## config.mk

```make
export PLATFORM = sky130hd
export DESIGN_NAME = seg7_scan_driver
export DESIGN_NICKNAME = d
export VERILOG_FILES = /design/src/rtl/seg7_scan_driver.sv
export SDC_FILE = /design/constraint.sdc
export NUM_CORES = 1
export LEC_CHECK = 0
export ABC_AREA = 1
export BUFFER_PORTS_ARGS = -buffer_cell sky130_fd_sc_hd__buf_2
export CAP_MARGIN = 10
export CORE_ASPECT_RATIO = 2
export CORE_MARGIN = 2
export CORE_UTILIZATION = 40
export CTS_CLUSTER_SIZE = 24
export DETAILED_ROUTE_END_ITERATION = 12
export HOLD_SLACK_MARGIN = 0.1
export RECOVER_POWER = 100
export SETUP_SLACK_MARGIN = 0.05
export SLEW_MARGIN = 20
export SYNTH_ARGS = -nofsm -noshare
export SYNTH_HDL_FRONTEND = slang
export SYNTH_SLANG_ARGS = --single-unit
export TNS_END_PERCENT = 1
```

## constraint.sdc

```tcl
create_clock -name clk -period 3 [get_ports clk]
set_clock_uncertainty 0.2 [all_clocks]
set_input_delay 0.15 -clock clk [delete_from_list [all_inputs] [get_ports clk]]
set_output_delay 0.15 -clock clk [all_outputs]
set_load 0.01 [all_outputs]
```

## src/rtl/seg7_scan_driver.sv

```systemverilog
// -----------------------------------------------------------------------------
// seg7_scan_driver
//
// Time-multiplexed four-digit seven-segment driver. It takes four BCD digits
// and copies them into a snapshot once per scan frame, so a frame never shows
// a mix of old and new digits. It then lights one digit at a time through an
// active-low anode. The segment and decimal-point outputs are also active low
// and always match the lit digit.
//
// Parameters:
//   SCAN_DIV  board-clock cycles each digit stays lit (2 .. 2^20)
//
// Ports:
//   clk      in   board clock (single clock domain)
//   rst_n    in   asynchronous active-low reset
//   digits   in   [15:0] four BCD nibbles, [3:0] = digit 0 (rightmost)
//   dp_mask  in   [3:0]  bit i lights digit i's decimal point
//   disp_en  in   1 = display on, 0 = all anodes off (scan keeps running)
//   an       out  [3:0]  anode enables, active low, one-hot-low when on
//   seg      out  [6:0]  segments {g,f,e,d,c,b,a}, active low
//   dp       out  decimal point, active low
//   frame    out  one-cycle pulse, asserted when digit 0 of a new
//                 snapshot becomes visible
//
// Build option:
//   SEG_LZ_BLANK_EN  when defined, leading zeros in digits 3..1 are blanked.
//                    Digit 0 is never blanked.
// -----------------------------------------------------------------------------
module seg7_scan_driver #(
    parameter int unsigned SCAN_DIV = 50000
) (
    input  logic        clk,
    input  logic        rst_n,
    input  logic [15:0] digits,
    input  logic [3:0]  dp_mask,
    input  logic        disp_en,
    output logic [3:0]  an,
    output logic [6:0]  seg,
    output logic        dp,
    output logic        frame
);

    localparam int unsigned          DIV_W   = $clog2(SCAN_DIV);
    localparam logic [DIV_W-1:0]     DIV_MAX = DIV_W'(SCAN_DIV - 1);
    localparam logic [6:0]           SEG_OFF = 7'h7F;
    localparam logic [6:0]           SEG_DASH = 7'h3F;

    logic [DIV_W-1:0] div;
    logic [1:0]       idx;
    logic [15:0]      snap;
    logic [3:0]       snap_dp;
    logic             wrap_q;     // snapshot was loaded on the previous edge

    logic             tick;
    logic [3:0]       nibble;
    logic [6:0]       seg_dec;
    logic             lz_blank;

    // BCD to active-low segments. Codes 10..15 are not valid BCD and show a dash.
    function automatic logic [6:0] bcd_to_seg(input logic [3:0] v);
        case (v)
            4'd0:    return 7'b1000000;
            4'd1:    return 7'b1111001;
            4'd2:    return 7'b0100100;
            4'd3:    return 7'b0110000;
            4'd4:    return 7'b0011001;
            4'd5:    return 7'b0010010;
            4'd6:    return 7'b0000010;
            4'd7:    return 7'b1111000;
            4'd8:    return 7'b0000000;
            4'd9:    return 7'b0010000;
            default: return SEG_DASH;
        endcase
    endfunction

    always_comb begin
        // NOTE: every signal gets a default first, so no path can leave it unassigned and infer a latch.
        lz_blank = 1'b0;
        tick     = (div == DIV_MAX);
        nibble   = snap[{idx, 2'b00} +: 4];
        seg_dec  = bcd_to_seg(nibble);
`ifdef SEG_LZ_BLANK_EN
        // A digit is a leading zero when it and every digit above it are zero.
        case (idx)
            2'd3:    lz_blank = (snap[15:12] == 4'h0);
            2'd2:    lz_blank = (snap[15:8]  == 8'h00);
            2'd1:    lz_blank = (snap[15:4]  == 12'h000);
            default: lz_blank = 1'b0;
        endcase
`endif
    end

    always_ff @(posedge clk or negedge rst_n) begin
        if (!rst_n) begin
            div     <= '0;
            idx     <= 2'd0;
            snap    <= 16'h0000;
            snap_dp <= 4'h0;
            wrap_q  <= 1'b0;
            an      <= 4'hF;
            seg     <= SEG_OFF;
            dp      <= 1'b1;
            frame   <= 1'b0;
        end else begin
            // NOTE: non-blocking assignments, so every register here samples pre-edge values.
            div    <= tick ? '0 : div + DIV_W'(1);
            wrap_q <= 1'b0;
            if (tick) begin
                idx <= idx + 2'd1;
                if (idx == 2'd3) begin
                    snap    <= digits;
                    snap_dp <= dp_mask;
                    wrap_q  <= 1'b1;
                end
            end

            // The outputs show the idx/snap state from before this edge.
            // frame is delayed by wrap_q, so it lines up with the first
            // cycle in which the new snapshot's digit 0 is lit.
            frame <= wrap_q;
            if (disp_en) begin
                an  <= ~(4'b0001 << idx);
                seg <= lz_blank ? SEG_OFF : seg_dec;
                dp  <= ~snap_dp[idx];
            end else begin
                an  <= 4'hF;
                seg <= SEG_OFF;
                dp  <= 1'b1;
            end
        end
    end

endmodule

```

==> summary.md, run 1 <==
| Metric | Value |
|---|---|
| P_int | `roughly 1.1 mW` |
| Vias per cell | `approximately 4.9` |
| RSZ-0062 raised after global routing | `false` |
| Number of CTS-inserted buffers | `5` |
| Largest net degree at the start of global routing | `53` |
| Post-Place Setup Slack | `approximately 770 ps` |
| Layout cell share with drive strength beyond 1 | `0.141` |
| Nets | `395` |
| Grt ovf | `0` |
| Drt drc | `0` |
| Final Hold Viols | `0` |
| Setup TNS Final | `0 ps` |
| Hold path depth | `0` |
| Gr usage total | `0.196` |
| Post-route ant nets | `0` |
| Number of core rows | `41` |
| Critical path's top delay family | `simple AND/OR/NAND/NOR gates` |
| Fill cells | `648` |
| IO Port Bufs | `35` |
| Setup WS post-layout | `about 640 ps` |
| Sink Count | `52` |
| Sequential share of power | `0.521` |
| Post-Syn Area | `around 2600 µm²` |
| H-Tree Depth | `2` |
| R2R Setup Slk | `approximately 640 ps` |
| Max VDD drop | `between 0.3 and 0.4 mV` |
| Slowest cell on the critical path | `nand3_1` |
| Resized cells post-CTS | `0` |
| Antenna violations before repair | `0` |
| Clock root cell | `clkbuf_16` |
| Die ar. | `between 7000 and 8000 µm²` |
| Tightest Pin Transition | `~1300 ps` |
| Clock tree from TritonCTS | `done` |
| Leakage | `approximately 1.5 nW` |
| Min-Delay Endpoint | `frame` |
| Ranking of synthesized cells by area | `dfrtp_1 (39%), nand2_1 (14%), dfstp_2 (12%)` |
| Post-DR wirelength/cell | `between 10 and 15 µm` |
| GPL Wtd Cong | `around 0.86` |
| Die W | `just over 60 µm` |
| Net Sw Power | `roughly 0.29 mW` |
| WL final | `about 6200 µm` |
| Reg2reg end | `snap[8]` |
| Synth cell types | `26` |
| PD cells | `429 nW/µm²` |
| Switching share of power | `0.211` |
| Total number of vias | `~2200` |
| Reg2Reg Depth | `8` |
| Post-synth net total | `338` |
| Vias in the first global route | `around 2300` |
| First-pass GRT wire length | `~11000 µm` |
| Clock-pin slew on the worst setup and hold paths | `70 ps` |
| Worst Path Max Fanout | `21` |
| Most used cell, CP | `nand2_1` |
| Starting Density | `0.411` |
| Hold/Removal Path Class | `reg2reg` |
| Gate power share | `0.042` |
| Core Area | `6310 µm²` |
| Synth warn | `0` |
| Post-DP HPWL | `between 4000 and 5000 µm` |
| CP arrival | `~2300 ps` |
| Pins Over Slew Limit | `0` |
| Diodes inserted | `0` |
| Clk Latency, worst-skew pair | `290 ps` |
| Crit path time final | `between 2000 and 2500 ps` |
| DRT iter0 DRCs | `100` |
| Crit start category | `register` |
| Yosys top cell by area | `dfrtp_1` |
| Max-cap violation count | `0` |
| CTS Buffer Depth | `2` |
| Yosys reg bits | `52` |
| Crit. End Element | `register` |
| Cells after synthesis | `roughly 300` |
| Syn_area_per_cell | `8.53 µm²` |
| Clk pwr share | `0.437` |
| Slew HR | `0.133` |
| Die height | `118 µm` |
| Sequential fraction of the synthesis area | `0.507` |
| Yosys top cell area share | `0.386` |
| Status | `complete, no violations` |
| IO Count | `36` |
| CP cell instances | `ha_1, nand2_1, nor2_1, inv_2, nor2_4, nand3_1, nand2_1, nand2_1` |
| Class of the most critical setup path | `reg2reg` |
| Crit-path max cell delay | `around 550 ps` |
| Final period utilization | `0.788` |
| Worst R2R Start | `div[0]` |
| Area delta synth->final | `21.9%` |
| CP Data Required Time | `2980 ps` |
| Drt pass-1 iters | `4` |
| Setup violations, final | `0` |
| Hold Path Origin | `wrap_q` |
| Buffers & Inverters on Critical Path | `1` |
| Fmax | `0.423 GHz` |
per-layer routing:
layer | vias up | wire length, µm | GRT usage | share of wire
li1 | 1089 | - | - | -
met1 | 1038 | 2250 | 0.200 | 0.37
met2 | 38 | 3600 | 0.359 | 0.58
met3 | 12 | 138 | 0.0363 | 0.022
met4 | 0 | 177 | 0.0910 | 0.029
met5 | - | 0 | 0 | 0
sequential cells by signal (all words and copies together) (netlist names):
signal	cells
div	16
snap_dp	4
idx	2
snap	16
dp	1
seg	7
frame	1
wrap_q	1
an	4
Yosys cell counts, drive strengths merged:
| library cell | n |
|---|---|
| xor2 | 10 |
| nand3 | 33 |
| nor2 | 31 |
| nand2 | 100 |
| dfstp | 12 |
| a21oi | 2 |
| ha | 11 |
| clkbuf | 3 |
| or2 | 1 |
| o21ai | 4 |
| nand3b | 1 |
| o22ai | 1 |
| nor3 | 1 |
| o21bai | 1 |
| nand4 | 22 |
| inv | 23 |
| buf | 8 |
| dfrtp | 40 |
timing repair:
item	4_1_cts	5_1_grt
hold buffers	22	0
hold endpoints to repair	72	0
setup buffers	0	0
layout by cell type, fill, tap and decap left out:
master | netlist | layout
ha_1 | 11 | 11
clkbuf_8 | 0 | 1
nor2_1 | 28 | 29
clkbuf_1 | 3 | 15
nor2_4 | 2 | 1
nand3b_1 | 1 | 1
nand3_1 | 31 | 32
xor2_1 | 10 | 10
clkbuf_2 | 0 | 2
nor2_2 | 1 | 1
o21ai_1 | 1 | 1
o21bai_1 | 1 | 1
nand2_2 | 2 | 1
nand2_1 | 98 | 99
o21ai_0 | 3 | 3
nand3_2 | 2 | 1
nor3_1 | 1 | 1
clkinvlp_4 | 0 | 1
nand4_1 | 22 | 22
inv_2 | 3 | 2
buf_2 | 1 | 22
dfstp_2 | 12 | 12
or2_2 | 1 | 1
clkbuf_16 | 0 | 5
o22ai_1 | 1 | 1
dlygate4sd3_1 | 0 | 22
dfrtp_1 | 40 | 40
buf_4 | 5 | 1
a21oi_1 | 2 | 2
inv_1 | 20 | 21
power groups by stage:
| stage | logic (mW) | clock network (mW) | registers [mW] |
|---|---|---|---|
| finish | 0.0574 | 0.592 | 0.706 |
| global route | 0.0642 | 0.631 | 0.705 |
| CTS | 0.0596 | 0.609 | 0.705 |
| detailed placement | 0.0376 | 0 | 0.718 |
| global placement | 0.0376 | 0 | 0.718 |
| floorplan | 0.00271 | 0 | 0.720 |
worst max-delay path by stage:
stage | start | end | slack (ps) | depth (start not counted)
3_3_place_gp | idx[0] | seg[6] | 750 | 9
3_5_place_dp | idx[0] | seg[6] | 770 | 9
6_report | div[0] | snap[8] | 640 | 8
2_1_floorplan | idx[0] | seg[3] | 1300 | 9
5_1_grt | div[0] | snap[3] | 300 | 8
4_1_cts | idx[0] | seg[6] | 760 | 9
final cells by class:
cell class,count,area (µm²),share of cell area
repair buffers,61,400,0.127
inverters,23,86.3,0.0273
clock buffers,7,143,0.0451
multi-input cells,218,1100,0.348
well taps,86,108,0.0340
flip-flops and latches,52,1320,0.416
clock inverters,1,7.51,0.00238
per-stage QoR:
step           power (mW)  instance area (µm²)   util  hold WS [ps]  cells
4_1_cts              1.37                 3200  0.507           153    448
2_1_floorplan       0.722                 2590      -          -346    304
3_3_place_gp        0.756                 2830  0.449           111    418
6_report             1.36                 3160  0.501           151    448
5_1_grt              1.40                 3160  0.501           171    448
3_5_place_dp        0.756                 2830  0.449           113    418
kinds of logic (layout without fill, tap and decap cells):
group / count (synthesis) / in the layout / share of synthesized area
flops: 52 / 52 / 0.507
fa+ha+maj: 11 / 11 / 0.0531
compound gates: 8 / 8 / 0.0169
buf+inv: 34 / 92 / 0.0627
simple gates: 189 / 189 / 0.326
xor+xnor: 10 / 10 / 0.0338
Note: power is estimated with default switching activity, not from simulation.
==> run 2: changes to the inputs <==
==> constraint.sdc (replaced) <==
create_clock -name clk -period 2.2 [get_ports clk]
set_clock_uncertainty 0.2 [all_clocks]
set_input_delay 0.11 -clock clk [delete_from_list [all_inputs] [get_ports clk]]
set_output_delay 0.11 -clock clk [all_outputs]
set_load 0.01 [all_outputs]
==> run 2 against run 1 <==
Effect of this change:
- combinational power increased by 36%
- cell count increased by 0.89%
- die area unchanged
- global-route usage decreased by 0.56 points
- largest cell class unchanged
- largest power group unchanged
- highest routed layer unchanged
==> summary.md, run 2 (synthesis results as in run 1) <==
| Metric | Value |
|---|---|
| Leakage | `1.49 nW (+1.6%)` |
| CP cell instances | `ha_1, nand2_1, nor2_4, inv_2, nor2_4, clkbuf_2, nand2_2, inv_1, nand2_1, nand2_1` |
| Total number of vias | `2158 (-0.87%)` |
| Fill cells | `653 (+0.77%)` |
| IO Count | `36 (unchanged)` |
| Grt ovf | `0 (unchanged)` |
| Number of CTS-inserted buffers | `5 (unchanged)` |
| Setup violations, final | `0 (unchanged)` |
| Area delta synth->final | `24.1%` |
| Hold path depth | `0 (unchanged)` |
| Diodes inserted | `0 (unchanged)` |
| Slowest cell on the critical path | `dfrtp_1` |
| Max-cap violation count | `0 (unchanged)` |
| Hold/Removal Path Class | `reg2reg` |
| IO Port Bufs | `35 (unchanged)` |
| Clk Latency, worst-skew pair | `300 ps (about the same)` |
| Worst Path Max Fanout | `11 (-48%)` |
| Total power | `1.96 mW (+44%)` |
| Sink Count | `52 (unchanged)` |
| H-Tree Depth | `2 (unchanged)` |
| Reg2Reg Depth | `10 (+2)` |
| Post-DR wirelength/cell | `13.2 µm (-4.5%)` |
| Crit path time final | `1960 ps (-400 ps)` |
| Pins Over Slew Limit | `0 (unchanged)` |
| Non-filler cells, final | `452 (+0.89%)` |
| Largest net degree at the start of global routing | `23 (-57%)` |
| PD cells | `608 nW/µm² (+42%)` |
| WL final | `5940 µm (-3.6%)` |
| Slew HR | `0.231 (+0.0974)` |
| Crit-path max cell delay | `370 ps (-180 ps)` |
| RSZ-0062 raised after global routing | `false` |
| Core Area | `6310 µm² (unchanged)` |
| Fmax | `0.509 GHz (+20%)` |
| Clock tree from TritonCTS | `done` |
| Post-DP HPWL | `4470 µm (+1.3%)` |
| Vias per cell | `4.77 (-1.7%)` |
| Final core occ | `0.510 (+0.00912)` |
| CP arrival | `2000 ps (-340 ps)` |
| Antenna violations before repair | `0 (unchanged)` |
| Post-route ant nets | `0 (unchanged)` |
| DP Cell Count | `422 (+0.96%)` |
| Post-Place Setup Slack | `167 ps (-607 ps)` |
| Crit start category | `register` |
| Clock root cell | `clkbuf_16` |
| Die height | `118 µm (unchanged)` |
| Die ar. | `7180 µm² (unchanged)` |
| Vias in the first global route | `2264 (-3.5%)` |
| Die W | `60.9 µm (unchanged)` |
| Most used cell, CP | `nand2_1` |
| Setup TNS Final | `0 ps (unchanged)` |
| CTS Buffer Depth | `2 (unchanged)` |
| First-pass GRT wire length | `10300 µm (-2.4%)` |
| Drt drc | `0 (unchanged)` |
| Largest regs | `div (16), snap (16), seg (7)` |
| Final Hold Viols | `0 (unchanged)` |
| Gr usage total | `0.191 (-0.00561)` |
| Status | `complete, no violations` |
| Layout cell share with drive strength beyond 1 | `0.156 (+0.0149)` |
| Final period utilization | `0.893 (+0.105)` |
| Nets | `399 (+1.0%)` |
| Max VDD drop | `0.431 mV (+36%)` |
| Number of core rows | `41 (unchanged)` |
| GPL Wtd Cong | `0.897 (+4.8%)` |
| Starting Density | `0.411 (unchanged)` |
| Number of setup buffers added after CTS | `0 (unchanged)` |
| Clock-pin slew on the worst setup and hold paths | `70 ps (about the same)` |
| Commonest non-fill, non-tap cell in the layout | `nand2_1` |
| Crit. End Element | `register` |
| Class of the most critical setup path | `reg2reg` |
| DRT iter0 DRCs | `83 (-17%)` |
| Setup WS post-layout | `235 ps (-400 ps)` |
| Most frequent cells in the layout | `nand2_1 (99), dfrtp_1 (40), nand3_1 (31), nor2_1 (28)` |
| Drt pass-1 iters | `4 (unchanged)` |
| Tightest Pin Transition | `1150 ps (-146 ps)` |
| CP Data Required Time | `2240 ps (-740 ps)` |
run 2: worst paths after layout:
path | from | end | slack [ps]
max | div[0] | idx[1] | 240
min | wrap_q | frame | 160
max reg2reg | div[0] | idx[1] | 240
min reg2reg | wrap_q | frame | 160
max in group asynchronous | rst_n | seg[4] | 420
min in group asynchronous | rst_n | wrap_q | 350
run 2: critical path, delay by kind of cell (launching register included):
| kind | cells | cell delay [ps] |
|---|---|---|
| flops | 1 | 370 |
| simple gates | 6 | 670 |
| buf+inv | 3 | 480 |
| fa+ha+maj | 1 | 190 |
run 2: timing repair:
item | CTS | global route
endpoints found under the setup margin | 0 | 1
hold buffers | 22 | 0
hold endpoints to repair | 72 | 0
gates resized for setup | 0 | 1
run 2: per-layer routing:
metal  GRT usage  vias up  share of wire
met5           0        -              0
met1       0.192     1015           0.35
li1            -     1102              -
met4      0.0788        0          0.025
met3      0.0308       10          0.024
met2       0.358       31           0.60
run 2: power by group:
part	switching (mW)	internal [mW]
Combinational	0.0361	0.0418
Clock	0.376	0.541
Sequential	0.000572	0.961
Total	0.413	1.54
run 2: per-stage QoR:
stage	hold slack (ps)	cell area, µm²
floorplan	-386	2590
global placement	-96.1	2860
detailed placement	-101	2860
CTS	111	3250
global route	171	3220
finish	159	3220
run 2: layout make-up:
| type | count | area [µm²] | area share |
|---|---|---|---|
| Clock buffer | 5 | 125 | 0.0389 |
| Clock inverter | 3 | 46.3 | 0.0144 |
| Inverter | 23 | 86.3 | 0.0268 |
| Multi-Input combinational cell | 218 | 1110 | 0.346 |
| Sequential cell | 52 | 1320 | 0.409 |
| Tap cell | 86 | 108 | 0.0334 |
| Timing Repair Buffer | 65 | 424 | 0.132 |
==> run 3: changes to the inputs <==
--- a/config.mk
+++ b/config.mk
@@ -14,6 +14,7 @@
 export CTS_CLUSTER_SIZE = 24
 export DETAILED_ROUTE_END_ITERATION = 12
 export HOLD_SLACK_MARGIN = 0.1
+export PLACE_DENSITY = 0.62
 export RECOVER_POWER = 100
 export SETUP_SLACK_MARGIN = 0.05
 export SLEW_MARGIN = 20
==> run 3 against run 2 <==
Effect of this change:
- maximum frequency down 0.96%
- register-to-register slack worse by 20 ps
- flip-flop and latch count did not move
- first-iteration DRC count increased by 8.4%
- utilization is 0.16 points lower
- hold slack better by 4.4 ps
- critical path type unchanged
==> summary.md, run 3 (synthesis results as in run 1) <==
| Metric | Value |
|---|---|
| CP Data Required Time | `2220 ps (-20 ps)` |
| Tightest Pin Transition | `1360 ps (+207 ps)` |
| Most frequent cells in the layout | `nand2_1 (100), dfrtp_1 (40), nand3_1 (31), nor2_1 (28)` |
| Final period utilization | `0.902 (+0.00870)` |
| PD cells | `570 nW/µm² (-6.2%)` |
| Setup violations, final | `0 (unchanged)` |
| Commonest non-fill, non-tap cell in the layout | `nand2_1` |
| Slew HR | `0.0926 (-0.138)` |
| Diodes inserted | `0 (unchanged)` |
| DRT iter0 DRCs | `90 (+8.4%)` |
| Fill cells | `626 (-4.1%)` |
| Crit. End Element | `register` |
| Sink Count | `52 (unchanged)` |
| Drt pass-1 iters | `4 (unchanged)` |
| Core Area | `6310 µm² (unchanged)` |
| Clock-pin slew on the worst setup and hold paths | `70 ps (about the same)` |
| Hold path depth | `0 (unchanged)` |
| Total number of vias | `2184 (+1.2%)` |
| Worst Path Max Fanout | `9 (-2)` |
| H-Tree Depth | `2 (unchanged)` |
| Hold Path Origin | `wrap_q` |
| Non-filler cells, final | `453 (+0.22%)` |
| Pins Over Slew Limit | `0 (unchanged)` |
| Final Hold Viols | `0 (unchanged)` |
| Die ar. | `7180 µm² (unchanged)` |
| Drt drc | `0 (unchanged)` |
| RSZ-0062 raised after global routing | `false` |
| Antenna violations before repair | `0 (unchanged)` |
| Layout cell share with drive strength beyond 1 | `0.153 (-0.00315)` |
| CP arrival | `2000 ps (about the same)` |
| Met3 GRT Util | `0.0319 (+0.00110)` |
| Fmax | `0.504 GHz (-0.96%)` |
| Area occupied by multi-input gates | `1110 µm² (-0.23%)` |
| Setup TNS Final | `0 ps (unchanged)` |
| Number of CTS-inserted buffers | `5 (unchanged)` |
| Class of the most critical setup path | `reg2reg` |
| Vias per cell | `4.82 (+0.98%)` |
| GPL Wtd Cong | `0.925 (+3.2%)` |
| Starting Density | `0.411 (unchanged)` |
| Crit start category | `register` |
| DP Cell Count | `423 (+0.24%)` |
| Min-Delay Endpoint | `frame` |
| Post-DR wirelength/cell | `13.1 µm (-0.66%)` |
| Number of core rows | `41 (unchanged)` |
| First-pass GRT wire length | `9950 µm (-3.4%)` |
| Met1 GRT Util | `0.187 (-0.00498)` |
| CTS Buffer Depth | `2 (unchanged)` |
| Die height | `118 µm (unchanged)` |
| Reg2Reg Depth | `9 (-1)` |
| Clock tree from TritonCTS | `done` |
| R2R Setup Slk | `220 ps (-20 ps)` |
| Vias in the first global route | `2197 (-3.0%)` |
| Clock root cell | `clkbuf_16` |
| Die W | `60.9 µm (unchanged)` |
| Leakage | `1.49 nW (about the same)` |
| Post-route ant nets | `0 (unchanged)` |
| Area delta synth->final | `23.7%` |
| GR peak layer | `met2` |
| Grt ovf | `0 (unchanged)` |
| Status | `complete, no violations` |
| Largest net degree at the start of global routing | `25 (+8.7%)` |
| Gr usage total | `0.184 (-0.00665)` |
| Max-cap violation count | `0 (unchanged)` |
| WL final | `5920 µm (-0.44%)` |
| Crit path time final | `1980 ps (+19.1 ps)` |
| Post-DP HPWL | `4380 µm (-2.0%)` |
| Reg area | `1320 µm² (unchanged)` |
| Clk Latency, worst-skew pair | `300 ps (about the same)` |
| Final core occ | `0.508 (-0.00159)` |
| Worst R2R Start | `idx[1]` |
| Largest regs | `div (16), snap (16), seg (7)` |
| Nets | `400 (+0.25%)` |
| Max VDD drop | `0.501 mV (+16%)` |
| IO Count | `36 (unchanged)` |
| Reg2reg end | `seg[5]` |
| Global Route met2 Usage | `0.341 (-0.0168)` |
| Hold/Removal Path Class | `reg2reg` |
| IO Port Bufs | `35 (unchanged)` |
## run 3: cell count changes in the layout (fill, tap and decap cells not counted), sizes merged
cell	change
buf	+4
clkbuf	-3
bufinv	-1
clkinvlp	+1
## run 3: metrics by stage
step	setup slack [ps]	hold slack (ps)	total power [mW]	area, µm²
floorplan	503	-386	0.985	2590
global placement	199	-79.3	1.03	2870
CTS	156	156	1.86	3240
finish	216	164	1.83	3210
global route	37.8	169	1.90	3210
detailed placement	174	-64.5	1.03	2870
## run 3: timing repair
action | in CTS | in global routing
setup buffers | 0 | 0
setup endpoints to repair | 0 | 0
hold buffers | 22 | 0
gates resized for setup | 0 | 0
endpoints found under the hold margin | 66 | 0
## run 3: final cells by class
cell class / count / area share
repair buffers: 66 / 0.137
multi-input cells: 218 / 0.346
inverters: 23 / 0.0269
well taps: 86 / 0.0335
flip-flops and latches: 52 / 0.410
clock buffers: 5 / 0.0390
clock inverters: 3 / 0.00741
## run 3: power by group
group	switching [mW]	internal [mW]	leakage, nW
combinational	0.0364	0.0423	0.853
sequential	0.000717	0.961	0.566
clock	0.365	0.424	0.0660
## run 3: per-layer routing
layer | share of wire | vias up
met4 | 0.028 | 0
met2 | 0.58 | 46
met3 | 0.030 | 11
li1 | - | 1103
met1 | 0.36 | 1024
met5 | 0 | -
## run 3: worst max-delay path by stage
stage | from | to | slack, ps | depth (start not counted)
final | idx[1] | seg[5] | 220 | 9
after global routing | rst_n | div[10] | 40 | 3
after floorplan | idx[0] | seg[3] | 500 | 9
after detailed placement | idx[1] | seg[5] | 170 | 9
after global placement | idx[1] | seg[6] | 200 | 8
after CTS | idx[1] | seg[5] | 160 | 9
## run 3: worst max-delay path, cell delays in order, from the launching register on
cell and delay (ps):
dfrtp_1 480, inv_1 240, nand3_1 150, nand2_1 190, inv_1 120, ha_1 220
inv_1 60, nand3_1 70, nand3_1 100, nand3_1 70
